<file path="src/rtl/risc_pkg.sv">
// Shared definitions for the RISC_FSM datapath: opcodes, FSM states,
// instruction field positions and default widths.
package risc_pkg;

  localparam int DATA_W_DEFAULT   = 8;
  localparam int NUM_REGS_DEFAULT = 4;
  localparam int REG_AW           = 2;
  localparam int INSTR_W          = 16;

  // Opcodes; 110 and 111 are undefined and raise illegal.
  localparam logic [2:0] OP_ADD = 3'b000;
  localparam logic [2:0] OP_SUB = 3'b001;
  localparam logic [2:0] OP_AND = 3'b010;
  localparam logic [2:0] OP_OR  = 3'b011;
  localparam logic [2:0] OP_NOT = 3'b100;
  localparam logic [2:0] OP_LDI = 3'b101;

  // Instruction field positions.
  localparam int OPC_MSB = 15;
  localparam int OPC_LSB = 13;
  localparam int RD_MSB  = 12;
  localparam int RD_LSB  = 11;
  localparam int RS1_MSB = 10;
  localparam int RS1_LSB = 9;
  localparam int RS2_MSB = 8;
  localparam int RS2_LSB = 7;
  localparam int IMM_MSB = 7;
  localparam int IMM_LSB = 0;

  typedef enum logic [1:0] {
    ST_IDLE      = 2'd0,
    ST_DECODE    = 2'd1,
    ST_EXECUTE   = 2'd2,
    ST_WRITEBACK = 2'd3
  } state_t;

  // Opcodes above LDI are undefined.
  function automatic logic is_legal(input logic [2:0] op);
    return (op <= OP_LDI);
  endfunction

endpackage

</file>
<file path="src/rtl/reg_file_4x8.sv">
// Small register file: two asynchronous read ports, one synchronous write
// port, asynchronous active-low reset of every entry to zero.
module reg_file_4x8 #(
  parameter int DATA_W   = 8,
  parameter int NUM_REGS = 4,
  parameter int AW       = 2
) (
  input  logic              clk,
  input  logic              rst_n,
  input  logic              we,
  input  logic [AW-1:0]     waddr,
  input  logic [DATA_W-1:0] wdata,
  input  logic [AW-1:0]     raddr_a,
  output logic [DATA_W-1:0] rdata_a,
  input  logic [AW-1:0]     raddr_b,
  output logic [DATA_W-1:0] rdata_b
);

  logic [DATA_W-1:0] regs [NUM_REGS];

  genvar gi;
  generate
    for (gi = 0; gi < NUM_REGS; gi++) begin : g_reg
      logic [DATA_W-1:0] q;

      // Each entry loads wdata when addressed by an enabled write.
      always_ff @(posedge clk or negedge rst_n) begin
        if (!rst_n) begin
          q <= '0;
        end else if (we && (waddr == AW'(gi))) begin
          q <= wdata;
        end
      end

      assign regs[gi] = q;
    end
  endgenerate

  assign rdata_a = regs[raddr_a];
  assign rdata_b = regs[raddr_b];

endmodule

</file>
<file path="src/rtl/alu_sequencer.sv">
// Multi-cycle sequencer in front of the 8-bit combinational ALU.
// IDLE -> DECODE -> EXECUTE -> WRITEBACK; one instruction per 4 cycles.
// Optional feature macro: ALU_SEQ_FLAGS_EN adds zero_flag / neg_flag outputs.
module alu_sequencer
  import risc_pkg::*;
#(
  parameter int DATA_W   = DATA_W_DEFAULT,
  parameter int NUM_REGS = NUM_REGS_DEFAULT
) (
  input  logic               clk,
  input  logic               rst_n,
  input  logic               instr_valid,
  input  logic [INSTR_W-1:0] instr,
  output logic               instr_ready,
  output logic [2:0]         alu_control,
  output logic [DATA_W-1:0]  alu_a,
  output logic [DATA_W-1:0]  alu_b,
  input  logic [DATA_W-1:0]  alu_result,
  output logic               wb_valid,
  output logic [REG_AW-1:0]  wb_addr,
  output logic [DATA_W-1:0]  wb_data,
  output logic               illegal
`ifdef ALU_SEQ_FLAGS_EN
  ,
  output logic               zero_flag,
  output logic               neg_flag
`endif
);

  state_t state, state_next;

  logic [INSTR_W-1:0] instr_latch, instr_latch_next;
  logic [DATA_W-1:0]  result, result_next;
  logic               instr_ready_next;
  logic [2:0]         alu_control_next;
  logic [DATA_W-1:0]  alu_a_next, alu_b_next;
  logic               wb_valid_next;
  logic [REG_AW-1:0]  wb_addr_next;
  logic [DATA_W-1:0]  wb_data_next;
  logic               illegal_next;
  logic               rf_we;

  logic [2:0]         opcode;
  logic [REG_AW-1:0]  rd, rs1, rs2;
  logic [7:0]         imm;
  logic [DATA_W-1:0]  rs1_data, rs2_data;

  assign opcode = instr_latch[OPC_MSB:OPC_LSB];
  assign rd     = instr_latch[RD_MSB:RD_LSB];
  assign rs1    = instr_latch[RS1_MSB:RS1_LSB];
  assign rs2    = instr_latch[RS2_MSB:RS2_LSB];
  assign imm    = instr_latch[IMM_MSB:IMM_LSB];

  reg_file_4x8 #(
    .DATA_W   (DATA_W),
    .NUM_REGS (NUM_REGS),
    .AW       (REG_AW)
  ) u_rf (
    .clk     (clk),
    .rst_n   (rst_n),
    .we      (rf_we),
    .waddr   (rd),
    .wdata   (result),
    .raddr_a (rs1),
    .rdata_a (rs1_data),
    .raddr_b (rs2),
    .rdata_b (rs2_data)
  );

  // Next-state and next-output logic; outputs not touched hold their value.
  always_comb begin
    state_next       = state;
    instr_latch_next = instr_latch;
    result_next      = result;
    alu_control_next = alu_control;
    alu_a_next       = alu_a;
    alu_b_next       = alu_b;
    wb_valid_next    = 1'b0;
    wb_addr_next     = wb_addr;
    wb_data_next     = wb_data;
    illegal_next     = 1'b0;
    rf_we            = 1'b0;

    case (state)
      ST_IDLE: begin
        if (instr_valid && instr_ready) begin
          instr_latch_next = instr;
          state_next       = ST_DECODE;
        end
      end
      ST_DECODE: begin
        if (!is_legal(opcode)) begin
          illegal_next = 1'b1;
          state_next   = ST_IDLE;
        end else begin
          state_next = ST_EXECUTE;
          if (opcode == OP_LDI) begin
            // LDI passes the immediate through the ALU as imm + 0.
            alu_control_next = OP_ADD;
            alu_a_next       = DATA_W'(imm);
            alu_b_next       = '0;
          end else begin
            alu_control_next = opcode;
            alu_a_next       = rs1_data;
            alu_b_next       = (opcode == OP_NOT) ? '0 : rs2_data;
          end
        end
      end
      ST_EXECUTE: begin
        result_next = alu_result;
        state_next  = ST_WRITEBACK;
      end
      ST_WRITEBACK: begin
        rf_we         = 1'b1;
        wb_valid_next = 1'b1;
        wb_addr_next  = rd;
        wb_data_next  = result;
        state_next    = ST_IDLE;
      end
      default: state_next = ST_IDLE;
    endcase

    // Ready is registered: high exactly while the FSM sits in IDLE.
    instr_ready_next = (state_next == ST_IDLE);
  end

  // State register and registered outputs.
  always_ff @(posedge clk or negedge rst_n) begin
    if (!rst_n) begin
      state       <= ST_IDLE;
      instr_latch <= '0;
      result      <= '0;
      instr_ready <= 1'b0;
      alu_control <= '0;
      alu_a       <= '0;
      alu_b       <= '0;
      wb_valid    <= 1'b0;
      wb_addr     <= '0;
      wb_data     <= '0;
      illegal     <= 1'b0;
    end else begin
      state       <= state_next;
      instr_latch <= instr_latch_next;
      result      <= result_next;
      instr_ready <= instr_ready_next;
      alu_control <= alu_control_next;
      alu_a       <= alu_a_next;
      alu_b       <= alu_b_next;
      wb_valid    <= wb_valid_next;
      wb_addr     <= wb_addr_next;
      wb_data     <= wb_data_next;
      illegal     <= illegal_next;
    end
  end

`ifdef ALU_SEQ_FLAGS_EN
  // Status flags follow each write-back and hold otherwise.
  always_ff @(posedge clk or negedge rst_n) begin
    if (!rst_n) begin
      zero_flag <= 1'b0;
      neg_flag  <= 1'b0;
    end else if (state == ST_WRITEBACK) begin
      zero_flag <= (result == '0);
      neg_flag  <= result[DATA_W-1];
    end
  end
`endif

endmodule

</file>
<file path="config.mk">
export PLATFORM = sky130hd
export DESIGN_NAME = alu_sequencer
export DESIGN_NICKNAME = d
export VERILOG_FILES = /design/src/rtl/risc_pkg.sv /design/src/rtl/reg_file_4x8.sv /design/src/rtl/alu_sequencer.sv
export SDC_FILE = /design/constraint.sdc
export NUM_CORES = 1
export LEC_CHECK = 0
export CORE_MARGIN = 10
export CORE_UTILIZATION = 48
export CTS_CLUSTER_SIZE = 20
export DETAILED_ROUTE_END_ITERATION = 10
export PLACE_DENSITY = 0.82
export SLEW_MARGIN = 20
export SYNTH_ARGS = -nofsm -noshare
export SYNTH_HDL_FRONTEND = slang
export SYNTH_SLANG_ARGS = --single-unit
</file>
<file path="constraint.sdc">
create_clock -name clk -period 1.5 [get_ports clk]
set_input_delay 0.3 -clock clk [delete_from_list [all_inputs] [get_ports clk]]
set_output_delay 0.3 -clock clk [all_outputs]
set_load 0.005 [all_outputs]
</file>
Word-level counts from Yosys, hierarchy flattened. Index checks and enable logic that the tools add are counted.

Bits of input ports: 27. Flip-flop bits (word level): 90.

Reductions and logical operators: 10. $lt $le $gt $ge: 3. Bitwise logic cells: 2. Mux-type cells: 16. Equal/unequal tests: 8.

Operators with widths (number): two-way mux 8 bit (7); binary-select mux 8 bit (select 2 bit) (2); == test 2 bit (second input constant) (4); one-hot mux 2 bit (4 select lines) (1); == test 3 bit (second input constant) (2); greater-or-equal comparator 3 bit (second input constant) (2); logical NOT 2 bit (3); inverter 2 -> 3 bit (2); logical AND 1 bit (5); == test 2 x 1 -> 1 bit (second input constant) (2); two-way mux 2 bit (2); AND reduction 2 bit (2); <= comparator 3 bit (second input constant) (1); two-way mux 1 bit (3); two-way mux 3 bit (1).

Depth between registers and ports, before layout.
Depth in word-level cells: 6. Gate-level depth with buffers: 5. Depth with buffers taken out: 4.

Modules after synthesis. Synthesis repeated with hierarchy kept, for this count alone.

Cells, all modules: 250. Area total of the unflattened synthesis: 3886.2 um^2.

Modules (own cells, without submodules): alu_sequencer (area each 2296.0 um^2, cells an instance 162, times used 1); reg_file_4x8 (area each 1590.3 um^2, cells an instance 88, times used 1).

Worst setup path after synthesis. Ideal clock, no wire load.

Kind: register to register. Start: reg instr_latch[9]. End: reg alu_a[7]. Cell stages (with the launch flop): 5. Clock period less this slack: 1500 ps. Path slack: 0 ps. Data arrival time: 1374 ps. Path buffers: 1. Required time: 1374 ps. Library setup time: 126 ps. Cells stage by stage: dfrtp_1 -> buf_6 -> mux4_2 -> and3_1 -> a221o_1.

Longest elaborated chain between the ends: 5.

RTL lines: start: declaration (RTL line alu_sequencer.sv:32) `logic [INSTR_W-1:0] instr_latch, instr_latch_next;`; start signal: assignment (RTL line alu_sequencer.sv:143) `instr_latch <= instr_latch_next;`; inverter 2 -> 3 bit (implied by the code) (RTL line reg_file_4x8.sv:39) `assign rdata_a = regs[raddr_a];`; binary-select mux 8 bit (select 2 bit) (RTL line reg_file_4x8.sv:39); two-way mux 8 bit (implied by the code) (2 in series) (RTL line reg_file_4x8.sv:39); two-way mux 8 bit (RTL line alu_sequencer.sv:97) `if (opcode == OP_LDI) begin`; end signal: assignment (RTL line alu_sequencer.sv:147) `alu_a <= alu_a_next;`; end: declaration (RTL line alu_sequencer.sv:16) `output logic [DATA_W-1:0] alu_a,`.

Every way passes these cells. The select of a mux whose other input is x is not followed. A chain may end at the register's enable or synchronous reset.

Worst setup path in the final report.
Start: reg instr_latch[9]. End: reg alu_a[5].

The elaborated chain is that of the path after synthesis.

==> run_results.csv <==
group,metric,value,unit
drt,drt.antenna.violating_nets,0,
yosys,ys.warnings.count,0,
cts,numCtsBuffers,9,
sta,relSlewSlack,69.3,%
critical_path,cp-end-kind,"register",
place,port_buffers,58,
floorplanning,io_pins,59,
drt,wirelength,8.12,mm
pwr,p_per_area,2140,nW/um2
sta,whs,418,ps
sta,fin_crit_sh,108,%
global_route,antenna_found_initial,0,
cts,clk_latency,350,ps
pwr,cellLeakagePower,2.23,nW
global_route,grt_pass1_wl,13.5,mm
critical_path,cp.arrival,1840,ps
drt,drtPass1Iterations,4,
floorplanning,die_width,109,um
sta,fmax,620,MHz
critical_path,cp_data_required_time,1730,ps
global_route,grt.total_usage,14.6,%
floorplanning,initial_utilization,49.5,%
cts,root_buffer,"clkbuf_8",
drt,vias,2334,
floorplanning,core,7730,um2
status,violations,"negative setup slack",
drt,initialDrtViolationCount,111,
cells_and_area,post-route-util,63.0,%
global_route,grt_pass1_vias,2559,
sta,skew,10.9,ps
min_path,min_path_type,"primary input to async pin",
yosys,ys_seq_area_share,58.9,%
sta,setup_ws,-113,ps
cells_and_area,syn_to_final_growth,27.4,%
run,cap_violations,0,
cells_and_area,fin_nets,339,
floorplanning,die-area,11900,um2
critical_path,crit_path_max_fanout,5,
cts,clock-sinks,90,
sta,min_period,1610,ps
cells_and_area,antenna_cells,0,
sta,rsz0062_at_grt,"yes",
pwr,total_power,0.0104,W
place,place_hpwl,5.74,mm
floorplanning,die_y,109,um
drt,viasPerCell,5.57,
drt,drc,0,
global_route,grt_remaining_overflow,0,
place,pre_cts_ws,-134,ps
sta,setup_viol,8,
yosys,synth_area,3820,um2
cts,clk_pin_slew,90,ps
yosys,netlist_instances,235,
yosys,syn_nets,262,
cts,cts_tree,"yes",
cells_and_area,layout-drive-gt1-share,40.7,%
critical_path,critPathKind,"register to register",
cts,clk_path_buf_depth,2,
yosys,ys_ff_latch,90,
place,finalWeightedCongestion,0.747,
drt,routedWlPerCell,19.4,um
yosys,ys_types,26,
yosys,synth.avg_cell_area,16.3,um2
critical_path,crit_path_start_kind,"register",
sta,maxSlewViolCount,0,
pwr,peakVddDrop,1.01,mV
cells_and_area,n_fill_cell,558,
cts,cts-htree-levels,3,
sta,tns,-653,ps
sta,final_hold_viol_count,0,
sta,worst_slew_pin_slew,457,ps
global_route,grt_max_degree,36,
status,run_status,"complete, but fails checks",
floorplanning,rows,32,
[cells by family after synthesis]
group                  synth area share [%]
DFF                                    58.9
muxes                                  28.9
and+or+nand+nor                        4.81
AOI/OAI and AO/OA                      4.78
buffers and inverters                  2.62
[state kept, by name, indices dropped and copies added, names as in the netlist]
register,count
u_rf.g.q,32
wb_data,8
alu_b,8
alu_control,3
state,2
instr_ready,1
result,8
illegal,1
alu_a,8
instr_latch,16
wb_valid,1
wb_addr,2
[metal layers]
layer	share of wire, %	wire length, um	track usage, %	vias to the layer above
met5	0	0	0	-
met4	0.68	55	3.53	0
met3	5.6	453	4.60	5
met2	49	3960	23.1	73
met1	45	3660	19.3	1216
li1	-	-	-	1040
[placed cells by master, fill, tap and decap left out, types with 3 or more instances in the layout]
cell,n
buf_12,5
clkbuf_8,11
dlygate4sd2_1,31
dfrtp_1,90
mux4_2,16
clkinv_2,3
buf_4,16
and3_1,8
nand2_1,5
clkdlybuf4s50_1,26
nor2_1,3
a221o_1,8
and3_4,3
a22o_1,9
mux2_2,66
[layout make-up]
class	instances	area [um2]	share of cell area, %
repair buffers	80	773	15.9
flip-flops and latches	90	2250	46.2
multi-input cells	130	1510	31.0
well taps	102	128	2.62
clock inverters	5	52.6	1.08
inverters	1	3.75	0.0771
clock buffers	11	151	3.11
[synthesized netlist by cell type]
cell type / count / area, um2
dfrtp_1: 90 / 2250
mux2_2: 66 / 743
mux4_2: 16 / 360
and3_1: 11 / 68.8
a22o_1: 9 / 78.8
a221o_1: 8 / 80.1
nand2_1: 5 / 18.8
clkbuf_1: 4 / 15.0
buf_2: 3 / 15.0
buf_6: 3 / 33.8
nor2_1: 3 / 11.3
nand2b_1: 2 / 12.5
nand3b_2: 2 / 22.5
a32o_1: 1 / 10.0
and4b_2: 1 / 11.3
buf_1: 1 / 3.75
buf_4: 1 / 7.51
clkbuf_4: 1 / 7.51
clkbuf_8: 1 / 13.8
inv_1: 1 / 3.75
nand3_1: 1 / 5.00
nand3_2: 1 / 10.0
nor2b_4: 1 / 13.8
nor3_2: 1 / 10.0
o21ai_0: 1 / 5.00
o22a_1: 1 / 8.76
[final timing paths]
kind | slack [ps] | startpoint | depth (start not counted) | endpoint
min reg2reg | 500 | alu_control[1]$_DFFE_PN0P_ | 1 | alu_control[1]$_DFFE_PN0P_
min in group clk | 500 | alu_control[1]$_DFFE_PN0P_ | 1 | alu_control[1]$_DFFE_PN0P_
max | -110 | instr_latch[9]$_DFFE_PN0P_ | 4 | alu_a[5]$_DFFE_PN0P_
max in group asynchronous | 570 | rst_n | 3 | u_rf.g_reg[0].q[7]$_DFFE_PN0P_
max reg2reg | -110 | instr_latch[9]$_DFFE_PN0P_ | 4 | alu_a[5]$_DFFE_PN0P_
min | 420 | rst_n | 2 | result[2]$_DFFE_PN0N_
[critical path, cell delays in order (launching register included)]
cell,delay [ps]
dfrtp_1,380
buf_6,160
mux4_2,530
and3_4,170
a221o_1,260
[metrics by stage]
stage / std cells / area [um2]
CTS: 419 / 4830
floorplan: 235 / 3820
global route: 419 / 4870
global placement: 396 / 4610
detailed placement: 396 / 4610
finish: 419 / 4870
[report_power, final]
| part | internal, W | total (W) | switching, W |
|---|---|---|---|
| sequential | 0.00358 | 0.00458 | 0.00100 |
| combinational | 0.00269 | 0.00414 | 0.00145 |
| clock | 0.000853 | 0.00169 | 0.000835 |
| total | 0.00712 | 0.0104 | 0.00328 |
[timing repair]
| item | 4_1_cts | 5_1_grt |
|---|---|---|
| gates cloned | 0 | 0 |
| endpoints found under the setup margin | 39 | 25 |
| hold buffers | 1 | 0 |
| pin swaps | 0 | 0 |
| buffers inserted | 6 | 0 |
| gates resized for setup | 32 | 7 |
| endpoints found under the hold margin | 26 | 0 |
Note: power is estimated with default switching activity, not from simulation.
